File: config.mk
export PLATFORM = sky130hd
export DESIGN_NAME = ultrasonido_ctrl_flat
export DESIGN_NICKNAME = d
export VERILOG_FILES = /design/src/rtl/ultrasonido_ctrl_pkg.sv /design/src/rtl/ultrasonido_ctrl_if.sv /design/src/rtl/ultrasonido_ctrl_echo_sync.sv /design/src/rtl/ultrasonido_ctrl.sv /design/src/flat_wrapper.sv
export SDC_FILE = /design/constraint.sdc
export NUM_CORES = 1
export LEC_CHECK = 0
export ABC_AREA = 1
export BUFFER_PORTS_ARGS = -buffer_cell sky130_fd_sc_hd__buf_2
export CAP_MARGIN = 20
export CORE_AREA = 2 2 98 100
export CTS_BUF_LIST = sky130_fd_sc_hd__clkbuf_4 sky130_fd_sc_hd__clkbuf_8
export DETAILED_ROUTE_END_ITERATION = 7
export DIE_AREA = 0 0 100 102
export PLACE_DENSITY_LB_ADDON = 0.12
export REMOVE_ABC_BUFFERS = 1
export SKIP_LAST_GASP = 1
export SYNTH_ARGS = -nofsm -noshare
export SYNTH_HDL_FRONTEND = slang
export SYNTH_HIERARCHICAL = 1
export SYNTH_SLANG_ARGS = --single-unit
File: constraint.sdc
create_clock -name clk -period 1.7 [get_ports clk]
set_clock_uncertainty 0.2 [all_clocks]
set_input_delay 0.425 -clock clk [delete_from_list [all_inputs] [get_ports clk]]
set_output_delay 0.425 -clock clk [all_outputs]
set_load 0.03 [all_outputs]
File: src/rtl/ultrasonido_ctrl_pkg.sv
// ----------------------------------------------------------------------------
// ultrasonido_pkg
// Shared definitions for the ultrasonic range-finder measurement sequencer:
// the sequencer state enumeration, default timing constants for a 50 MHz
// clock, the distance width and saturation value, and a helper that sizes
// the shared cycle counters from the timing parameters.
// ----------------------------------------------------------------------------
package ultrasonido_pkg;

    // Sequencer states, in the order a normal measurement walks through them
    typedef enum logic [2:0] {
        IDLE,
        TRIG,
        WAIT_ECHO,
        MEASURE,
        DONE,
        HOLDOFF
    } state_e;

    // Default timing at 50 MHz
    localparam int TRIG_CYCLES_DEF    = 500;        // 10 us trigger pulse
    localparam int CYCLES_PER_CM_DEF  = 2900;       // 58 us of echo per cm
    localparam int WAIT_CYCLES_DEF    = 1_500_000;  // 30 ms to see an echo
    localparam int HOLDOFF_CYCLES_DEF = 3_000_000;  // 60 ms between shots

    // Distance result width and the value reported for no-echo/over-range
    localparam int         DIST_W   = 8;
    localparam logic [7:0] DIST_MAX = 8'd255;

    // Bits needed by a counter that runs 0..max(a,b,c)-1
    function automatic int cntWidth(input int a, input int b, input int c);
        int m;
        m = a;
        if (b > m) m = b;
        if (c > m) m = c;
        return (m < 2) ? 1 : $clog2(m);
    endfunction

endpackage

File: src/rtl/ultrasonido_ctrl_if.sv
// ----------------------------------------------------------------------------
// ultrasonido_ctrl_if
// Groups the sensor and result signals of the range-finder sequencer.
//   ENABLE    : level, high = run repeated measurements
//   ECHO      : raw sensor echo, asynchronous to clk
//   TRIGGER   : registered sensor trigger pulse
//   distance  : last result in cm (saturating at 255)
//   valid     : one-cycle strobe when distance/error/overrange update
//   error     : last measurement saw no echo
//   overrange : last measurement saturated at 255 cm
//   busy      : sequencer not idle
// master = the side driving ENABLE/ECHO (system/sensor, testbench);
// slave  = the sequencer itself.
// ----------------------------------------------------------------------------
interface ultrasonido_ctrl_if;
    import ultrasonido_pkg::*;

    logic              ENABLE;
    logic              ECHO;
    logic              TRIGGER;
    logic [DIST_W-1:0] distance;
    logic              valid;
    logic              error;
    logic              overrange;
    logic              busy;

    modport master (
        output ENABLE, ECHO,
        input  TRIGGER, distance, valid, error, overrange, busy
    );

    modport slave (
        input  ENABLE, ECHO,
        output TRIGGER, distance, valid, error, overrange, busy
    );

endinterface

File: src/rtl/ultrasonido_ctrl_echo_sync.sv
// ----------------------------------------------------------------------------
// echo_sync
// Brings the raw ECHO input into the clk domain through a two-flop
// synchroniser and produces registered single-cycle rise/fall pulses of the
// synchronised level.
//   clk    : system clock
//   reset  : asynchronous, active-low reset
//   echo_i : raw echo from the sensor
//   rise_o : one-cycle pulse after the synchronised echo goes 0 -> 1
//   fall_o : one-cycle pulse after the synchronised echo goes 1 -> 0
// ----------------------------------------------------------------------------
module echo_sync (
    input  logic clk,
    input  logic reset,
    input  logic echo_i,
    output logic rise_o,
    output logic fall_o
);

    logic sync1_q;
    logic echoS_q;
    logic echoPrev_q;
    logic rise_q;
    logic fall_q;

    // Two metastability flops, then the previous synchronised level and the
    // registered edge pulses. Registering the pulses keeps the sequencer's
    // view of both edges delayed by the same amount.
    always_ff @(posedge clk or negedge reset) begin
        if (!reset) begin
            sync1_q    <= 1'b0;
            echoS_q    <= 1'b0;
            echoPrev_q <= 1'b0;
            rise_q     <= 1'b0;
            fall_q     <= 1'b0;
        end else begin
            sync1_q    <= echo_i;
            echoS_q    <= sync1_q;
            echoPrev_q <= echoS_q;
            rise_q     <= echoS_q & ~echoPrev_q;
            fall_q     <= ~echoS_q & echoPrev_q;
        end
    end

    assign rise_o = rise_q;
    assign fall_o = fall_q;

endmodule

File: src/rtl/ultrasonido_ctrl.sv
// ----------------------------------------------------------------------------
// ultrasonido_ctrl
// Measurement sequencer for the ultrasonic range finder. Fires a TRIGGER
// pulse, waits for the echo to rise, times the echo in centimetre units,
// reports the result with a one-cycle valid strobe and then stays quiet for
// a hold-off period before the next shot. No echo within the wait window
// reports distance 255 with error set; an echo longer than 255 cm ends the
// measurement early with distance 255 and overrange set.
//   clk   : system clock (50 MHz nominal)
//   reset : asynchronous, active-low reset
//   bus   : sensor/result signals (see ultrasonido_ctrl_if)
// ----------------------------------------------------------------------------
module ultrasonido_ctrl
    import ultrasonido_pkg::*;
#(
    parameter int TRIG_CYCLES    = TRIG_CYCLES_DEF,
    parameter int CYCLES_PER_CM  = CYCLES_PER_CM_DEF,
    parameter int WAIT_CYCLES    = WAIT_CYCLES_DEF,
    parameter int HOLDOFF_CYCLES = HOLDOFF_CYCLES_DEF
) (
    input  logic              clk,
    input  logic              reset,
    ultrasonido_ctrl_if.slave bus
);

    localparam int CNT_W   = cntWidth(TRIG_CYCLES, WAIT_CYCLES, HOLDOFF_CYCLES);
    localparam int PRESC_W = cntWidth(CYCLES_PER_CM, 1, 1);

    localparam logic [CNT_W-1:0]   TRIG_LAST  = CNT_W'(TRIG_CYCLES - 1);
    localparam logic [CNT_W-1:0]   WAIT_LAST  = CNT_W'(WAIT_CYCLES - 1);
    localparam logic [CNT_W-1:0]   HOLD_LAST  = CNT_W'(HOLDOFF_CYCLES - 1);
    localparam logic [PRESC_W-1:0] PRESC_LAST = PRESC_W'(CYCLES_PER_CM - 1);

    state_e              state_q,     state_d;
    logic [CNT_W-1:0]    cnt_q,       cnt_d;
    logic [PRESC_W-1:0]  presc_q,     presc_d;
    logic [DIST_W-1:0]   cm_q,        cm_d;
    logic                noEcho_q,    noEcho_d;
    logic                sat_q,       sat_d;
    logic                trigger_q,   trigger_d;
    logic                valid_q,     valid_d;
    logic [DIST_W-1:0]   distance_q,  distance_d;
    logic                error_q,     error_d;
    logic                overrange_q, overrange_d;

    logic echoRise;
    logic echoFall;

    echo_sync u_echo_sync (
        .clk    (clk),
        .reset  (reset),
        .echo_i (bus.ECHO),
        .rise_o (echoRise),
        .fall_o (echoFall)
    );

    // State, counters and registered outputs. Every output is a flop so the
    // sensor and the display chain never see combinational glitches.
    always_ff @(posedge clk or negedge reset) begin
        if (!reset) begin
            state_q     <= IDLE;
            cnt_q       <= '0;
            presc_q     <= '0;
            cm_q        <= '0;
            noEcho_q    <= 1'b0;
            sat_q       <= 1'b0;
            trigger_q   <= 1'b0;
            valid_q     <= 1'b0;
            distance_q  <= '0;
            error_q     <= 1'b0;
            overrange_q <= 1'b0;
        end else begin
            state_q     <= state_d;
            cnt_q       <= cnt_d;
            presc_q     <= presc_d;
            cm_q        <= cm_d;
            noEcho_q    <= noEcho_d;
            sat_q       <= sat_d;
            trigger_q   <= trigger_d;
            valid_q     <= valid_d;
            distance_q  <= distance_d;
            error_q     <= error_d;
            overrange_q <= overrange_d;
        end
    end

    // Next-state logic. One cycle counter is shared by TRIG, WAIT_ECHO and
    // HOLDOFF since only one of them runs at a time. TRIGGER is computed from
    // the next state so the registered pin is high exactly while in TRIG.
    // In MEASURE every cycle is counted: the rise and fall pulses pass through
    // the same pipeline, so the number of MEASURE cycles equals the number of
    // cycles ECHO was seen high.
    always_comb begin
        state_d     = state_q;
        cnt_d       = cnt_q;
        presc_d     = presc_q;
        cm_d        = cm_q;
        noEcho_d    = noEcho_q;
        sat_d       = sat_q;
        trigger_d   = 1'b0;
        valid_d     = 1'b0;
        distance_d  = distance_q;
        error_d     = error_q;
        overrange_d = overrange_q;

        unique case (state_q)
            IDLE: begin
                cnt_d    = '0;
                noEcho_d = 1'b0;
                sat_d    = 1'b0;
                if (bus.ENABLE) begin
                    state_d   = TRIG;
                    trigger_d = 1'b1;
                end
            end

            TRIG: begin
                if (cnt_q == TRIG_LAST) begin
                    state_d = WAIT_ECHO;
                    cnt_d   = '0;
                end else begin
                    trigger_d = 1'b1;
                    cnt_d     = cnt_q + CNT_W'(1);
                end
            end

            // Only a fresh rise counts; an echo already high on entry never
            // produces one, so a stale echo is ignored until it cycles.
            WAIT_ECHO: begin
                if (echoRise) begin
                    state_d = MEASURE;
                    presc_d = '0;
                    cm_d    = '0;
                    cnt_d   = '0;
                end else if (cnt_q == WAIT_LAST) begin
                    state_d  = DONE;
                    noEcho_d = 1'b1;
                    cnt_d    = '0;
                end else begin
                    cnt_d = cnt_q + CNT_W'(1);
                end
            end

            // Partial final centimetre is dropped. Reaching 255 cm with the
            // echo still present ends the measurement without waiting for
            // the fall.
            MEASURE: begin
                if (presc_q == PRESC_LAST) begin
                    presc_d = '0;
                    cm_d    = cm_q + DIST_W'(1);
                end else begin
                    presc_d = presc_q + PRESC_W'(1);
                end
                if (echoFall) begin
                    state_d = DONE;
                end else if ((presc_q == PRESC_LAST) && (cm_q == DIST_MAX - DIST_W'(1))) begin
                    state_d = DONE;
                    sat_d   = 1'b1;
                end
            end

            DONE: begin
                valid_d     = 1'b1;
                distance_d  = noEcho_q ? DIST_MAX : cm_q;
                error_d     = noEcho_q;
                overrange_d = sat_q;
                state_d     = HOLDOFF;
                cnt_d       = '0;
            end

            HOLDOFF: begin
                if (cnt_q == HOLD_LAST) begin
                    state_d = IDLE;
                    cnt_d   = '0;
                end else begin
                    cnt_d = cnt_q + CNT_W'(1);
                end
            end

            default: begin
                state_d = IDLE;
            end
        endcase
    end

    assign bus.TRIGGER   = trigger_q;
    assign bus.valid     = valid_q;
    assign bus.distance  = distance_q;
    assign bus.error     = error_q;
    assign bus.overrange = overrange_q;
    assign bus.busy      = (state_q != IDLE);

endmodule

File: src/flat_wrapper.sv
// flat-port wrapper written by rule: the top's interface ports become plain ports
module ultrasonido_ctrl_flat import ultrasonido_pkg::*;
#(
    parameter int TRIG_CYCLES    = TRIG_CYCLES_DEF,
    parameter int CYCLES_PER_CM  = CYCLES_PER_CM_DEF,
    parameter int WAIT_CYCLES    = WAIT_CYCLES_DEF,
    parameter int HOLDOFF_CYCLES = HOLDOFF_CYCLES_DEF
)
  (clk, reset, bus_ENABLE, bus_ECHO, bus_TRIGGER, bus_distance, bus_valid, bus_error, bus_overrange, bus_busy);
  ultrasonido_ctrl_if bus_i ();
  input  logic clk;
  input  logic reset;
  input wire logic [$bits(bus_i.ENABLE)-1:0] bus_ENABLE;
  input wire logic [$bits(bus_i.ECHO)-1:0] bus_ECHO;
  output wire logic [$bits(bus_i.TRIGGER)-1:0] bus_TRIGGER;
  output wire logic [$bits(bus_i.distance)-1:0] bus_distance;
  output wire logic [$bits(bus_i.valid)-1:0] bus_valid;
  output wire logic [$bits(bus_i.error)-1:0] bus_error;
  output wire logic [$bits(bus_i.overrange)-1:0] bus_overrange;
  output wire logic [$bits(bus_i.busy)-1:0] bus_busy;
  assign bus_i.ENABLE = bus_ENABLE;
  assign bus_i.ECHO = bus_ECHO;
  assign bus_TRIGGER = bus_i.TRIGGER;
  assign bus_distance = bus_i.distance;
  assign bus_valid = bus_i.valid;
  assign bus_error = bus_i.error;
  assign bus_overrange = bus_i.overrange;
  assign bus_busy = bus_i.busy;
  ultrasonido_ctrl #(.TRIG_CYCLES(TRIG_CYCLES), .CYCLES_PER_CM(CYCLES_PER_CM), .WAIT_CYCLES(WAIT_CYCLES), .HOLDOFF_CYCLES(HOLDOFF_CYCLES)) u_core (.clk(clk), .reset(reset), .bus(bus_i));
endmodule
==> impl_metrics.tcl <==
set metrics [dict create \
    r2r_slack_ps -120 \
    cts_root_buf "clkbuf_8" \
    grt_usage 0.1982 \
    dieHeight_um 102 \
    cts_tree "done" \
    io_pins 17 \
    ys_warn_count 6 \
    cpMostUsedCell "inv_2" \
    fp.coreArea_um2 9109 \
    slew_violations 0 \
    worstSetupStartpoint "u_core/state_q[0]" \
    antenna_found_initial 0 \
    final_cell_mix "114 x nand2_1, 86 x buf_4, 61 x dfrtp_1" \
    setup_viol 30 \
    startpoint_type "register" \
    ys_types 30 \
    preCtsSetupSlack_ps -219.4 \
    cp.depth 5 \
    netlist_instances 490 \
    tritoncts.num_buffers 9 \
    die-area_um2 10200 \
    slew_headroom 0.6471 \
    drt-met1-wl_um 4909 \
    cp.required_ps 1070 \
    timing.rr.start "u_core/cnt_q[11]" \
    clk_pin_slew_ps 70 \
    area_delta_synth_final_pct 40.72 \
    nets 619 \
    crit_end "bus_busy" \
    via_count 3570 \
    drtIter0Drc 149 \
    fin_crit_ps 1843 \
    fin_setup_tns_ps -1960 \
    dr.max_layer_used "met4" \
    clockBufferDepth 2 \
    period_share 1.084 \
    layout-drive-gt1-share 0.3588 \
    slowest_stage "dfrtp_1" \
    power.share.clock 0.232 \
    cp_cell_sequence "nor2_2 > inv_2 > nor2_4 > inv_2 > buf_6" \
    internal-power_w 0.003179 \
    path_class "reg -> out" \
    die_w_um 100 \
    grt_pass1_wl_um 16130 \
    status "finished, violations left" \
    via_per_inst 4.911 \
    p_sw_frac 0.3929 \
    violations "negative setup slack" \
    arrival_ps 1220 \
    grt-ovfl-total 0 \
    worstPathBufferInverterCount 3 \
    row_count 35 \
    seq_area_frac_synth 0.4451 \
    r2r_end "u_core/cnt_q[0]" \
    post_drt_wl_per_cell_um 13.15 \
    end_kind "output pin" \
    wl_met2_um 4254 \
    syn-cell-area_um2 3598 \
    grt_max_degree 65 \
    grt_pass1_vias 3401 \
    synth_seq_cells 64 \
    ir_worst_vdd_v 0.0005786 \
    ant_nets 0 \
    power_frac_seq 0.351 \
    htreeDepth 3 \
    hold_class "reg -> reg" \
    met3WireLength_um 269 \
    rsz0062_at_grt "true" \
    hold_viol 0 \
    maxCapViolations 0 \
    drt-total-wl_um 9558 \
    portBuffers 16 \
    drt_first_pass_iters 4 \
    p_comb_frac 0.417 \
    synth_area_per_cell_um2 7.344 \
    dpl.hpwl_um 6635 \
    clock_latency_ps 340 \
    critPathMaxFanout 2 \
    max_stage_delay_ps 400 \
    layout_commonest_cell "nand2_1" \
    power_density_nw_per_um2 1034 \
    initial_core_util 0.3951 \
    min_from "u_core/u_echo_sync/sync1_q" \
    route.detailed.drc 0 \
    timing.fmax_ghz 0.5427 \
    path_delay_family "flip-flops" \
    gp_congestion 0.9210 \
    p_switching_w 0.002057 \
    diodes 0 \
    cts.sinks 64 \
    tightest_slew_ps 528.8 \
    fin_ws_ps -142.6 \
    reg2reg_depth 8 \
    p_leak_nw 2.469 \
]
power groups by stage:
stage / Combinational [W] / Clock [W] / Sequential, W
floorplan: 0.000775 / 0 / 0.00209
global placement: 0.00177 / 0 / 0.00186
detailed placement: 0.00179 / 0 / 0.00187
CTS: 0.00205 / 0.00125 / 0.00183
global route: 0.00237 / 0.00131 / 0.00186
finish: 0.00218 / 0.00121 / 0.00184
Yosys cell counts, drive strengths merged:
master,instances,area share
o22ai,9,0.016
o31ai,2,0.0042
nand4,13,0.023
nand2,136,0.15
nor4,2,0.0035
xnor2,2,0.0049
o211ai,1,0.0021
dfrtp,64,0.45
a21oi,13,0.018
nand3,43,0.067
nor3,17,0.029
ha,4,0.014
a31oi,1,0.0017
buf,5,0.010
xor2,9,0.022
inv,69,0.072
o21ai,26,0.036
or2,4,0.0070
nor2,68,0.075
o21a,1,0.0021
clkinv,1,0.0010
registers in the layout (all words and copies together), names as in the netlist:
name                           flops
u_core/sat_q                       1
u_core/bus.valid                   1
u_core/noEcho_q                    1
u_core/state_q                     3
u_core/bus.distance                8
u_core/bus.TRIGGER                 1
u_core/bus.error                   1
u_core/u_echo_sync/echoS_q         1
u_core/cm_q                        8
u_core/u_echo_sync/rise_o          1
u_core/u_echo_sync/echoPrev_q      1
u_core/presc_q                    12
u_core/u_echo_sync/sync1_q         1
u_core/bus.overrange               1
u_core/u_echo_sync/fall_o          1
u_core/cnt_q                      22
per-stage QoR:
step / hold WS (ps) / area, um2 / std cells / power (W) / utilization
6_report: 151.2 / 5064 / 727 / 0.005236 / 0.5559
5_1_grt: 171.5 / 5064 / 727 / 0.005535 / 0.5559
4_1_cts: 151.6 / 4808 / 724 / 0.005135 / 0.5279
3_5_place_dp: 135.5 / 4420 / 694 / 0.003655 / 0.4853
2_1_floorplan: -70.59 / 3561 / 485 / 0.002861 / -
3_3_place_gp: 135.2 / 4420 / 694 / 0.003630 / 0.4853
repair_timing:
item / in CTS / in global routing
buffers inserted: 12 / 4
hold endpoints to repair: 65 / 0
gates resized for setup: 29 / 67
pin swaps: 12 / 15
gates cloned: 0 / 1
endpoints found under the setup margin: 29 / 51
hold buffers: 2 / 0
worst min-delay path by stage:
stage | end | slack (ps) | cells past startpoint
after floorplan | u_core/bus.TRIGGER | -70 | 0
after global placement | u_core/u_echo_sync/echoS_q | 140 | 0
after detailed placement | u_core/u_echo_sync/echoS_q | 140 | 0
after CTS | u_core/u_echo_sync/echoS_q | 150 | 0
after global routing | u_core/u_echo_sync/echoS_q | 170 | 0
final | u_core/u_echo_sync/echoS_q | 150 | 0
final cells by class:
class                      instances  area [um2]
timing repair inverter             1       7.507
multi-input combinational        351        1971
timing repair buffer             114       894.6
clock buffer                      10       137.6
clock inverter                     6       43.79
tap                              111       138.9
fill                             858        4045
inverter                          70       265.3
sequential                        64        1605
layer usage:
metal,global-route usage,vias up
li1,-,1823
met1,0.2935,1674
met2,0.2978,60
met3,0.03010,13
met4,0.06533,0
met5,0,-
cell families after synthesis:
group / after synthesis / synth area share
buf+inv: 75 / 0.08345
compound gates: 53 / 0.07997
xor+xnor: 11 / 0.02678
simple gates: 283 / 0.3508
fa+ha+maj: 4 / 0.01391
flops: 64 / 0.4451
No activity file was read; power rests on OpenSTA's default activity.
